===== src/rtl/seconds_units_stage.sv =====
// seconds_units_stage: BCD mod-10 seconds-units down-counter with 1 Hz prescaler and run/pause/done control
module seconds_units_stage #(
  parameter int TICK_DIV = 100
) (
  input  logic       clock,
  input  logic       clr,
  input  logic       loadn,
  input  logic [3:0] data,
  input  logic       start,
  input  logic       pause,
  input  logic       upper_zero,
  output logic [3:0] ones,
  output logic       tc,
  output logic       zero,
  output logic       running,
  output logic       done
);
  localparam int PW = $clog2(TICK_DIV);
  typedef enum logic [1:0] {IDLE, RUN, PAUSE, DONE} state_t;
  state_t state_q, state_d;
  logic [PW-1:0] pre_q, pre_d;
  logic [3:0] ones_q, ones_d;
  logic tc_q, tc_d, done_q, done_d, running_q, running_d;
  logic tick;
  assign tick = pre_q == PW'(TICK_DIV - 1);
  // next state in priority order: load > pause > start > tick
  always_comb begin
    state_d = state_q;
    pre_d = pre_q;
    ones_d = ones_q;
    tc_d = 1'b0;
    done_d = 1'b0;
    if (!loadn && state_q != RUN) begin
      ones_d = (data > 4'd9) ? 4'd9 : data;
      pre_d = '0;
      state_d = IDLE;
    end else if (pause && state_q == RUN) begin
      state_d = PAUSE;
    end else if (start && state_q == IDLE) begin
      if (!(ones_q == 4'd0 && upper_zero)) begin
        state_d = RUN;
        pre_d = '0;
      end
    end else if (start && state_q == PAUSE) begin
      state_d = RUN;
    end else if (state_q == RUN) begin
      pre_d = tick ? '0 : pre_q + PW'(1);
      if (tick) begin
        if (ones_q > 4'd1) begin
          ones_d = ones_q - 4'd1;
        end else if (ones_q == 4'd1) begin
          ones_d = 4'd0;
          state_d = upper_zero ? DONE : RUN;
          done_d = upper_zero;
        end else begin
          ones_d = upper_zero ? 4'd0 : 4'd9;
          tc_d = !upper_zero;
          state_d = upper_zero ? DONE : RUN;
          done_d = upper_zero;
        end
      end
    end
    running_d = state_d == RUN;
  end
  // state and registered outputs with synchronous clear
  always_ff @(posedge clock) begin
    if (clr) begin
      state_q <= IDLE;
      pre_q <= '0;
      ones_q <= 4'd0;
      tc_q <= 1'b0;
      done_q <= 1'b0;
      running_q <= 1'b0;
    end else begin
      state_q <= state_d;
      pre_q <= pre_d;
      ones_q <= ones_d;
      tc_q <= tc_d;
      done_q <= done_d;
      running_q <= running_d;
    end
  end
  assign ones = ones_q;
  assign tc = tc_q;
  assign done = done_q;
  assign running = running_q;
  assign zero = ones_q == 4'd0;
endmodule


===== config.mk =====
export PLATFORM = sky130hd
export DESIGN_NAME = seconds_units_stage
export DESIGN_NICKNAME = d
export VERILOG_FILES = /design/src/rtl/seconds_units_stage.sv
export SDC_FILE = /design/constraint.sdc
export NUM_CORES = 1
export LEC_CHECK = 0
export CAP_MARGIN = 20
export CORE_MARGIN = 3
export CORE_UTILIZATION = 54
export CTS_CLUSTER_SIZE = 40
export DETAILED_ROUTE_END_ITERATION = 7
export PLACE_DENSITY_LB_ADDON = 0.12
export SETUP_SLACK_MARGIN = 0.02
export SYNTH_ARGS = -nofsm -noshare
export SYNTH_HDL_FRONTEND = slang
export SYNTH_SLANG_ARGS = --single-unit

===== constraint.sdc =====
create_clock -name clock -period 3.1 [get_ports clock]
set_clock_uncertainty 0.1 [all_clocks]
set_input_delay 0.62 -clock clock [delete_from_list [all_inputs] [get_ports clock]]
set_output_delay 0.62 -clock clock [all_outputs]
set_load 0.03 [all_outputs]

==> impl_metrics.prom, run 1 <==
# TYPE chip_impl_metric gauge
chip_impl_metric{name="placement.io_buffers",unit=""} 17
chip_impl_metric{name="finalHoldViolCount",unit=""} 0
chip_impl_metric{name="power_frac_seq",unit="%"} 46.2
chip_impl_metric{name="grt_start_max_net_pins",unit=""} 12
chip_impl_metric{name="max-cap-violations",unit=""} 0
chip_impl_metric{name="ys_types",unit=""} 42
chip_impl_metric{name="switching_share",unit="%"} 29.5
chip_impl_metric{name="detail_route.first_pass.iterations",unit=""} 4
chip_impl_metric{name="fmaxAchievable",unit="GHz"} 0.406
chip_impl_info{name="path_class",value="register to output port"} 1
chip_impl_info{name="hold_path.class",value="register to register"} 1
chip_impl_metric{name="power.leakage",unit="uW"} 0.000429
chip_impl_metric{name="placementRows",unit=""} 14
chip_impl_metric{name="vdd.ir_drop.worst",unit="mV"} 0.440
chip_impl_metric{name="antenna_found_initial",unit=""} 0
chip_impl_info{name="layout.cells.most_common_list",value="17 x sky130_fd_sc_hd__clkdlybuf4s50_1, 16 x sky130_fd_sc_hd__dfxtp_1, 8 x sky130_fd_sc_hd__nor2_1"} 1
chip_impl_metric{name="min_period_over_period",unit="%"} 79.5
chip_impl_metric{name="antenna-diode-count",unit=""} 0
chip_impl_metric{name="synth.ff_latch_count",unit=""} 16
chip_impl_metric{name="number_of_h_tree_levels",unit=""} 1
chip_impl_metric{name="cts_post_setup_buffers_inserted",unit=""} 0
chip_impl_metric{name="postCtsHoldBufs",unit=""} 0
chip_impl_metric{name="num_vias",unit=""} 983
chip_impl_metric{name="io_pins",unit=""} 18
chip_impl_metric{name="first_pass_grt_wire_length",unit="um"} 3590
chip_impl_info{name="layout.cells.most_common",value="sky130_fd_sc_hd__clkdlybuf4s50_1"} 1
chip_impl_metric{name="clkLatencyLatePin",unit="ps"} 290
chip_impl_metric{name="cts_made_buffers",unit=""} 3
chip_impl_metric{name="postLayoutCellArea",unit="um^2"} 1180
chip_impl_metric{name="yosysWarnings",unit=""} 0
chip_impl_metric{name="synth_area",unit="um^2"} 957
chip_impl_metric{name="cts-resized-gates",unit=""} 0
chip_impl_metric{name="first_global_vias",unit=""} 828
chip_impl_metric{name="ys_seq_area_share",unit="%"} 33.5
chip_impl_info{name="unrepaired_setup_endpoints_after_global_routing",value="false"} 1
chip_impl_metric{name="post_route_cells_drive_above_1_share",unit="%"} 8.33
chip_impl_metric{name="power-per-cell-area",unit="nW/um^2"} 407
chip_impl_metric{name="place_inst",unit=""} 152
chip_impl_metric{name="slew_of_the_pin_with_the_lowest_slew_margin",unit="ps"} 575
chip_impl_metric{name="timing.critical_path.arrival",unit="ps"} 1740
chip_impl_metric{name="yosys.area.top_type_share",unit="%"} 33.5
chip_impl_metric{name="grt_overflow",unit=""} 0
chip_impl_metric{name="synth-edff-count",unit=""} 0
chip_impl_metric{name="dr.first_iter.drc_count",unit=""} 22
chip_impl_info{name="result_of_the_run",value="finished, final reports clean"} 1
chip_impl_info{name="synth_flop_cell",value="sky130_fd_sc_hd__dfxtp_1"} 1
chip_impl_metric{name="syn-instance-count",unit=""} 114
chip_impl_metric{name="worst-path-max-fanout",unit=""} 6
chip_impl_metric{name="placement.cell_area",unit="um^2"} 1140
chip_impl_metric{name="clkPwrFrac",unit="%"} 28.6
chip_impl_info{name="worst_setup_path_start_kind",value="register"} 1
chip_impl_info{name="cp-end-kind",value="output port"} 1
chip_impl_metric{name="setup_violations",unit=""} 0
chip_impl_metric{name="floorplan.die.height",unit="um"} 48.1
chip_impl_metric{name="multi_input_area",unit="um^2"} 602
chip_impl_metric{name="cts.clk_slew.worst_paths",unit="ps"} 90
chip_impl_metric{name="ys_async_rst_share",unit="%"} 0
chip_impl_metric{name="postRouteWirelength",unit="um"} 2240
chip_impl_metric{name="cts_sinks",unit=""} 16
chip_impl_metric{name="initial_core_util",unit="%"} 60.0
chip_impl_metric{name="final_antenna_net_count",unit=""} 0
chip_impl_metric{name="area_growth",unit="%"} 23.4
chip_impl_metric{name="post_drt_via_cell_ratio",unit=""} 6.30
chip_impl_metric{name="power.combinational.fraction",unit="%"} 25.2
chip_impl_metric{name="postLayoutCoreUtil",unit="%"} 74.1
chip_impl_metric{name="die-area",unit="um^2"} 2310
chip_impl_info{name="tritoncts",value="built"} 1
chip_impl_metric{name="dp_hpwl",unit="um"} 1720
chip_impl_metric{name="layout.cells.non_filler",unit=""} 156
chip_impl_metric{name="mappedNetlistNets",unit=""} 128
chip_impl_metric{name="clk_path_buf_depth",unit=""} 2
chip_impl_metric{name="layout_min_cycle_time",unit="ps"} 2460
chip_impl_metric{name="finalWeightedCongestion",unit=""} 0.826
chip_impl_metric{name="total_switching_power",unit="uW"} 142
chip_impl_metric{name="fin_setup_tns",unit="ps"} 0
chip_impl_metric{name="post_synth.cell_area_avg",unit="um^2"} 8.40
chip_impl_info{name="synth_top_cells_by_area",value="sky130_fd_sc_hd__dfxtp_1 33%, sky130_fd_sc_hd__ha_1 5.2%, sky130_fd_sc_hd__nand3_1 3.7%, sky130_fd_sc_hd__o21ai_0 3.7%, sky130_fd_sc_hd__nor3_1 3.1%"} 1
chip_impl_metric{name="routed_wirelength_normalized_by_instance_count",unit="um"} 14.3
chip_impl_metric{name="core",unit="um^2"} 1590
chip_impl_metric{name="area.sequential",unit="um^2"} 320
chip_impl_metric{name="layout.filler_cells",unit=""} 129
chip_impl_metric{name="maxSlewHeadroom",unit="%"} 61.6
chip_impl_info{name="synthDominantAreaCellType",value="sky130_fd_sc_hd__dfxtp_1"} 1
chip_impl_metric{name="timing.final.max_slew_violations",unit=""} 0
chip_impl_info{name="cts_root_buf",value="sky130_fd_sc_hd__clkbuf_4"} 1
chip_impl_metric{name="groute.usage.overall",unit="%"} 21.9
chip_impl_metric{name="power.internal",unit="uW"} 339
chip_impl_metric{name="critical_path_required",unit="ps"} 2380
chip_impl_metric{name="dieWidth",unit="um"} 48.1
chip_impl_metric{name="design.final.nets",unit=""} 147
chip_impl_metric{name="drcViolationCount",unit=""} 0
==> state kept, by name (all words and copies together), names as in the netlist <==
signal	count
ones	4
done	1
tc	1
state_q	2
pre_q	7
running	1
==> stage by stage <==
stage	hold slack (ps)	worst slack, ps	total power (uW)
after global placement	371	707	343
after floorplan	351	1280	303
after detailed placement	386	679	346
after CTS	403	613	484
final	397	637	480
after global routing	430	553	505
==> power groups by stage <==
stage / clock network [uW] / registers (uW) / logic, uW
global route: 150 / 223 / 132
floorplan: 0 / 235 / 67.6
CTS: 142 / 221 / 121
global placement: 0 / 226 / 118
finish: 138 / 222 / 121
detailed placement: 0 / 226 / 120
==> kinds of logic (layout without fill, tap and decap cells) <==
| family | after synthesis | in the layout | share of synthesized area (%) |
|---|---|---|---|
| adder cells (fa/ha/maj) | 4 | 4 | 5.23 |
| multiplexers | 1 | 1 | 1.05 |
| AO/OA/AOI/OAI | 33 | 33 | 24.6 |
| flip-flops | 16 | 16 | 33.5 |
| buffers and inverters | 9 | 27 | 3.66 |
| AND/OR/NAND/NOR | 51 | 51 | 32.0 |
==> worst max-delay path: stages, from the launching register on <==
cell                              delay [ps]
sky130_fd_sc_hd__dfxtp_1                 420
sky130_fd_sc_hd__inv_1                    90
sky130_fd_sc_hd__ha_1                    220
sky130_fd_sc_hd__and2_1                  140
sky130_fd_sc_hd__clkdlybuf4s50_1         590
==> metal layers <==
| metal | vias to the layer above | wire length, um | track usage (%) |
|---|---|---|---|
| li1 | 479 | - | - |
| met5 | - | 0 | 0 |
| met2 | 32 | 992 | 32.7 |
| met1 | 470 | 1080 | 30.0 |
| met3 | 2 | 144 | 7.01 |
| met4 | 0 | 17 | 6.99 |
==> synth_stat cells (all sizes together) (2+ instances only) <==
| master | n |
|---|---|
| nand2 | 6 |
| nand2b | 2 |
| nor2 | 8 |
| a31oi | 4 |
| nand3 | 7 |
| a311oi | 2 |
| buf | 2 |
| nor3 | 7 |
| nor4 | 4 |
| o311a | 2 |
| nand3b | 2 |
| o21bai | 2 |
| o211ai | 2 |
| or3b | 2 |
| o21ai | 8 |
| or3 | 4 |
| o21a | 2 |
| ha | 4 |
| a21oi | 4 |
| dfxtp | 16 |
| inv | 6 |
| nand4 | 3 |
==> cell type report <==
type / count / share of cell area [%]
clock buffer: 4 / 3.07
tap: 24 / 2.54
multi-input combinational: 89 / 51.0
timing repair buffer: 17 / 14.4
sequential: 16 / 27.1
inverter: 6 / 1.91
==> final timing paths <==
check / startpoint / endpoint / slack [ps] / cells past startpoint
min reg2reg: pre_q[1]$_SDFFE_PP0P_ / pre_q[1]$_SDFFE_PP0P_ / 400 / 2
max: ones[0]$_SDFFE_PP0P_ / zero / 640 / 4
min: pre_q[1]$_SDFFE_PP0P_ / pre_q[1]$_SDFFE_PP0P_ / 400 / 2
max reg2reg: pre_q[3]$_SDFFE_PP0P_ / state_q[1]$_SDFF_PP0_ / 1250 / 4
(Power assumes the default switching activity.)
==> run 2: changes to the inputs <==
--- a/config.mk
+++ b/config.mk
@@ -7,7 +7,7 @@
 export LEC_CHECK = 0
 export CAP_MARGIN = 20
 export CORE_MARGIN = 3
-export CORE_UTILIZATION = 54
+export CORE_UTILIZATION = 50
 export CTS_CLUSTER_SIZE = 40
 export DETAILED_ROUTE_END_ITERATION = 7
 export PLACE_DENSITY_LB_ADDON = 0.12
==> constraint.sdc (replaced) <==
create_clock -name clock -period 2.5 [get_ports clock]
set_clock_uncertainty 0.1 [all_clocks]
set_input_delay 0.5 -clock clock [delete_from_list [all_inputs] [get_ports clock]]
set_output_delay 0.5 -clock clock [all_outputs]
set_load 0.03 [all_outputs]
==> run 2 against run 1 <==
Compared with the run above:
- cell area is 0.74% higher
- wire length increased by 4.9%
- worst hold slack got worse by 6.6 ps
- sequential share of layout area decreased by 0.20 points
- critical path depth unchanged
- first-iteration DRC count rose to 2.9 times the previous value
- critical path type unchanged
- critical endpoint unchanged
==> impl_metrics.prom, run 2 (synthesis gave the netlist of run 1 again) <==
# TYPE chip_impl_metric gauge
chip_impl_info{name="result_of_the_run",value="finished, final reports clean"} 1
chip_impl_metric{name="grt_start_max_net_pins",unit=""} 12
chip_impl_info{name="tritoncts",value="built"} 1
chip_impl_metric{name="r2r.worst_path.cells",unit=""} 4
chip_impl_info{name="hold_path.class",value="register to register"} 1
chip_impl_metric{name="postLayoutCellArea",unit="um^2"} 1190
chip_impl_info{name="source_of_the_worst_hold_timing_path",value="pre_q[1]$_SDFFE_PP0P_"} 1
chip_impl_metric{name="finalHoldViolCount",unit=""} 0
chip_impl_metric{name="postCtsHoldBufs",unit=""} 0
chip_impl_metric{name="core",unit="um^2"} 1760
chip_impl_metric{name="io_pins",unit=""} 18
chip_impl_metric{name="setup_violations",unit=""} 0
chip_impl_info{name="top_register",value="pre_q"} 1
chip_impl_metric{name="clkLatencyLatePin",unit="ps"} 290
chip_impl_metric{name="fin_setup_tns",unit="ps"} 0
chip_impl_metric{name="largest_reg_flops",unit=""} 7
chip_impl_metric{name="timing.reg2reg.setup_slack",unit="ps"} 590
chip_impl_metric{name="cts_made_buffers",unit=""} 3
chip_impl_metric{name="power.total",unit="uW"} 604
chip_impl_metric{name="cts.clk_slew.worst_paths",unit="ps"} 100
chip_impl_metric{name="dieWidth",unit="um"} 49.8
chip_impl_metric{name="fmaxAchievable",unit="GHz"} 0.424
chip_impl_metric{name="cts_post_setup_buffers_inserted",unit=""} 0
chip_impl_metric{name="antenna-diode-count",unit=""} 0
chip_impl_metric{name="layout_min_cycle_time",unit="ps"} 2360
chip_impl_metric{name="final_critical_path_setup_slack",unit="ps"} 139
chip_impl_info{name="unrepaired_setup_endpoints_after_global_routing",value="false"} 1
chip_impl_metric{name="placement.io_buffers",unit=""} 17
chip_impl_info{name="whs_endpoint",value="pre_q[1]$_SDFFE_PP0P_"} 1
chip_impl_metric{name="dp_hpwl",unit="um"} 1730
chip_impl_metric{name="floorplan.die.height",unit="um"} 49.8
chip_impl_metric{name="power.leakage",unit="uW"} 0.000433
chip_impl_info{name="layout.cells.most_common",value="sky130_fd_sc_hd__clkdlybuf4s50_1"} 1
chip_impl_metric{name="timing.final.max_slew_violations",unit=""} 0
chip_impl_metric{name="finalWeightedCongestion",unit=""} 0.821
chip_impl_metric{name="cts-resized-gates",unit=""} 0
chip_impl_metric{name="post_route_cells_drive_above_1_share",unit="%"} 9.02
chip_impl_metric{name="die-area",unit="um^2"} 2480
chip_impl_metric{name="design.final.nets",unit=""} 148
chip_impl_metric{name="placement.cell_area",unit="um^2"} 1150
chip_impl_metric{name="grt_overflow",unit=""} 0
chip_impl_metric{name="timing.critical_path.arrival",unit="ps"} 1760
chip_impl_metric{name="worst_hold_stages",unit=""} 2
chip_impl_metric{name="post_drt_via_cell_ratio",unit=""} 6.32
chip_impl_info{name="cts_root_buf",value="sky130_fd_sc_hd__clkbuf_4"} 1
chip_impl_metric{name="placementRows",unit=""} 15
chip_impl_metric{name="vdd.ir_drop.worst",unit="mV"} 0.306
chip_impl_metric{name="power-per-cell-area",unit="nW/um^2"} 508
chip_impl_metric{name="initial_core_util",unit="%"} 54.3
chip_impl_metric{name="groute.usage.overall",unit="%"} 20.7
chip_impl_metric{name="postRouteWirelength",unit="um"} 2350
chip_impl_metric{name="critical_path_required",unit="ps"} 1900
chip_impl_metric{name="first_pass_grt_wire_length",unit="um"} 3980
chip_impl_metric{name="worst-path-max-fanout",unit=""} 6
chip_impl_metric{name="area_growth",unit="%"} 24.3
chip_impl_metric{name="final_antenna_net_count",unit=""} 0
chip_impl_metric{name="cts_sinks",unit=""} 16
chip_impl_metric{name="min_period_over_period",unit="%"} 94.4
chip_impl_info{name="worst_setup_path_start_kind",value="register"} 1
chip_impl_metric{name="dr.first_iter.drc_count",unit=""} 63
chip_impl_metric{name="pre_cts_ws",unit="ps"} 186
chip_impl_metric{name="first_global_vias",unit=""} 889
chip_impl_metric{name="drcViolationCount",unit=""} 0
chip_impl_info{name="worst_r2r_endpoint",value="ones[2]$_SDFFE_PP0P_"} 1
chip_impl_metric{name="maxSlewHeadroom",unit="%"} 58.4
chip_impl_metric{name="routed_wirelength_normalized_by_instance_count",unit="um"} 14.8
chip_impl_info{name="cp-end-kind",value="output port"} 1
chip_impl_metric{name="postLayoutCoreUtil",unit="%"} 67.4
chip_impl_metric{name="number_of_h_tree_levels",unit=""} 1
chip_impl_info{name="layout.cells.most_common_list",value="17 x sky130_fd_sc_hd__clkdlybuf4s50_1, 16 x sky130_fd_sc_hd__dfxtp_1, 8 x sky130_fd_sc_hd__nor2_1"} 1
chip_impl_metric{name="clk_path_buf_depth",unit=""} 2
chip_impl_metric{name="antenna_found_initial",unit=""} 0
chip_impl_metric{name="detail_route.first_pass.iterations",unit=""} 4
chip_impl_info{name="worst_r2r_startpoint",value="state_q[1]$_SDFF_PP0_"} 1
chip_impl_metric{name="slew_of_the_pin_with_the_lowest_slew_margin",unit="ps"} 622
chip_impl_metric{name="max-cap-violations",unit=""} 0
chip_impl_info{name="path_class",value="register to output port"} 1
chip_impl_metric{name="num_vias",unit=""} 999
==> run 2: changes by cell type in the layout (fill, tap and decap cells not counted) <==
cell | before | now
sky130_fd_sc_hd__buf_4 | 0 | 1
==> run 2: area by class of cell <==
| class | count | area [um^2] |
|---|---|---|
| multi-input cells | 89 | 602 |
| clock buffers | 4 | 36.3 |
| flip-flops and latches | 16 | 320 |
| well taps | 25 | 31.3 |
| repair buffers | 18 | 178 |
| inverters | 6 | 22.5 |
| fillers | 159 | 574 |
==> run 2: metrics by stage <==
step / hold slack, ps / instances
after floorplan: 351 / 114
after global placement: 371 / 154
after detailed placement: 378 / 154
after CTS: 394 / 158
after global routing: 428 / 158
final: 391 / 158
==> run 2: worst max-delay path by stage <==
stage | startpoint | endpoint | slack (ps) | cells after the start
after floorplan | ones[0]$_SDFFE_PP0P_ | ones[1]$_SDFFE_PP0P_ | 680 | 6
after global placement | start | pre_q[2]$_SDFFE_PP0P_ | 210 | 5
after detailed placement | start | pre_q[2]$_SDFFE_PP0P_ | 190 | 5
after CTS | ones[0]$_SDFFE_PP0P_ | zero | 160 | 4
after global routing | ones[0]$_SDFFE_PP0P_ | zero | 70 | 4
final | ones[0]$_SDFFE_PP0P_ | zero | 140 | 4
==> run 2: critical path: stages (launching register included) <==
cell and delay (ps):
sky130_fd_sc_hd__dfxtp_1 430, sky130_fd_sc_hd__inv_1 90, sky130_fd_sc_hd__ha_1 220, sky130_fd_sc_hd__and2_1 140, sky130_fd_sc_hd__clkdlybuf4s50_1 590
==> run 2: power breakdown <==
group,switching (uW),leakage [uW],total [uW],internal (uW)
registers,11.3,0.000130,275,263
clock network,87.4,0.0000210,176,88.8
logic,84.9,0.000282,154,68.6
==> run 2: per-layer routing <==
| metal | share of wire [%] | GRT usage (%) | up-vias |
|---|---|---|---|
| met1 | 45 | 26.9 | 454 |
| met2 | 45 | 32.2 | 49 |
| met3 | 6.6 | 3.32 | 9 |
| li1 | - | - | 487 |
| met5 | 0 | 0 | - |
| met4 | 3.2 | 12.0 | 0 |
==> RTL change: new RTL, settings of run 2 <==
Put one more register stage on the output `done`, without a reset. The value now appears one clock later. The other outputs are not delayed to match.
--- a/src/rtl/seconds_units_stage.sv
+++ b/src/rtl/seconds_units_stage.sv
@@ -84,3 +84,5 @@
   assign tc = tc_q;
-  assign done = done_q;
+  always_ff @(posedge clock) begin
+    done <= done_q;
+  end
   assign running = running_q;
Check against the original RTL: same outputs for any inputs over 10 cycles, from zero or initial values; that may be too few to reach the edited logic, so the function may still have changed.
==> RTL change against run 2 <==
  * Cell area up 6.7%
  * Maximum frequency up 0.80%
  * Worst setup slack better by 0.019 ns
  * Non-clock buffer count up 5
  * Largest cell class unchanged
  * Area after synthesis up 4.6%
  * Via count down 5.6%
  * Sequential share of layout area down 0.12 points
  * Combinational power down 11%
  * Cell count up 1.3%
  * Total power down 5.6%
  * Routed wire length down 2.3%
  * Sequential cell count up 1
==> RTL change: results <==
group,metric,value,unit
placement,place_ws,0.184,ns
cells_and_area,drive_gt1_frac,0.156,
hold_path,holdPathEnd,"done",
placement,place.gp.congestion,0.808,
timing,hold_slack,0.235,ns
global_routing,grt_pass1_wl,4010,um
route,wirelength_met1,984,um
power,combinationalPower,0.000137,W
hold_path,min_from,"done_q",
logic_synthesis,synthesis.nets,123,
cells_and_area,fin_cells,160,
global_routing,antenna_found_initial,0,
global_routing,met2_usage,0.367,
status,outcome,"complete, no violations",
power,pwr-share-clk,0.255,
placement,postPlaceCellArea,1240,um2
logic_synthesis,syn_inst,109,
hold_path,hold_depth,0,
cells_and_area,nNetsFinal,150,
critical_path,r2r_end,"pre_q[6]",
global_routing,grt_pass1_vias,937,
critical_path,ff2ff_path_depth,7,
route,drt-total-wl,2290,um
route,wl_met2,1190,um
critical_path,crit_fanout,5,
clock_tree,cts.htree.levels,1,
placement,dp_hpwl,1870,um
global_routing,met1_usage,0.219,
placement,port_buffers,17,
timing,max_slew_margin,0.693,
power,power.switching,0.000169,W
power,peakVddDrop,0.243,mV
critical_path,rr_startpoint,"ones[0]",
route,first_iter_violations,14,
global_routing,grt_max_degree,11,
logic_synthesis,yosysSeqAreaShare,0.340,
logic_synthesis,synthTopCellsByCount,"17 x dfxtp_1, 8 x nor2_1, 6 x a21oi_1, 6 x nand2_1, 5 x o21ai_0",
route,dr_wl_met3,76,um
critical_path,worstPathArrival,1.74,ns
global_routing,grtUsageMet3,0.0386,
logic_synthesis,ys_types,46,
global_routing,grt_use_total,0.201,
critical_path,ff2ff_setup_slack,0.53,ns
power,seqPwrFrac,0.505,
power,p_leak,0.469,nW
clock_tree,worstSkewPairLatency,0.29,ns
logic_synthesis,yosys-top-cells-area,"dfxtp_1 34%, ha_1 5.0%, a21oi_1 3.0%, a32o_1 3.0%, or4b_1 3.0%",
route,vias_per_cell,5.89,
RTL change: worst max-delay path by stage:
stage               cells past startpoint  startpoint  slack [ns]        to
floorplan                               6     ones[0]        0.58  pre_q[6]
global placement                        5       start        0.24  pre_q[4]
detailed placement                      5       start        0.18  pre_q[3]
CTS                                     4     ones[0]        0.13      zero
global route                            4     ones[0]        0.06      zero
finish                                  4     ones[0]        0.16      zero
RTL change: cell families (layout without fill, tap and decap cells):
group | Yosys count | count (layout) | synth area share
AO/OA/AOI/OAI | 34 | 34 | 0.251
adder cells (fa/ha/maj) | 4 | 4 | 0.0500
buffers and inverters | 4 | 30 | 0.0162
flip-flops | 17 | 17 | 0.340
multiplexers | 2 | 2 | 0.0212
AND/OR/NAND/NOR | 48 | 48 | 0.321
RTL change: cell type report:
class	instances	area (um2)
Multi-Input combinational cell	88	644
Fill cell	162	532
Sequential cell	17	340
Timing Repair Buffer	23	215
Tap cell	25	31.3
Clock buffer	3	22.5
Inverter	3	11.3
Clock inverter	1	5.00
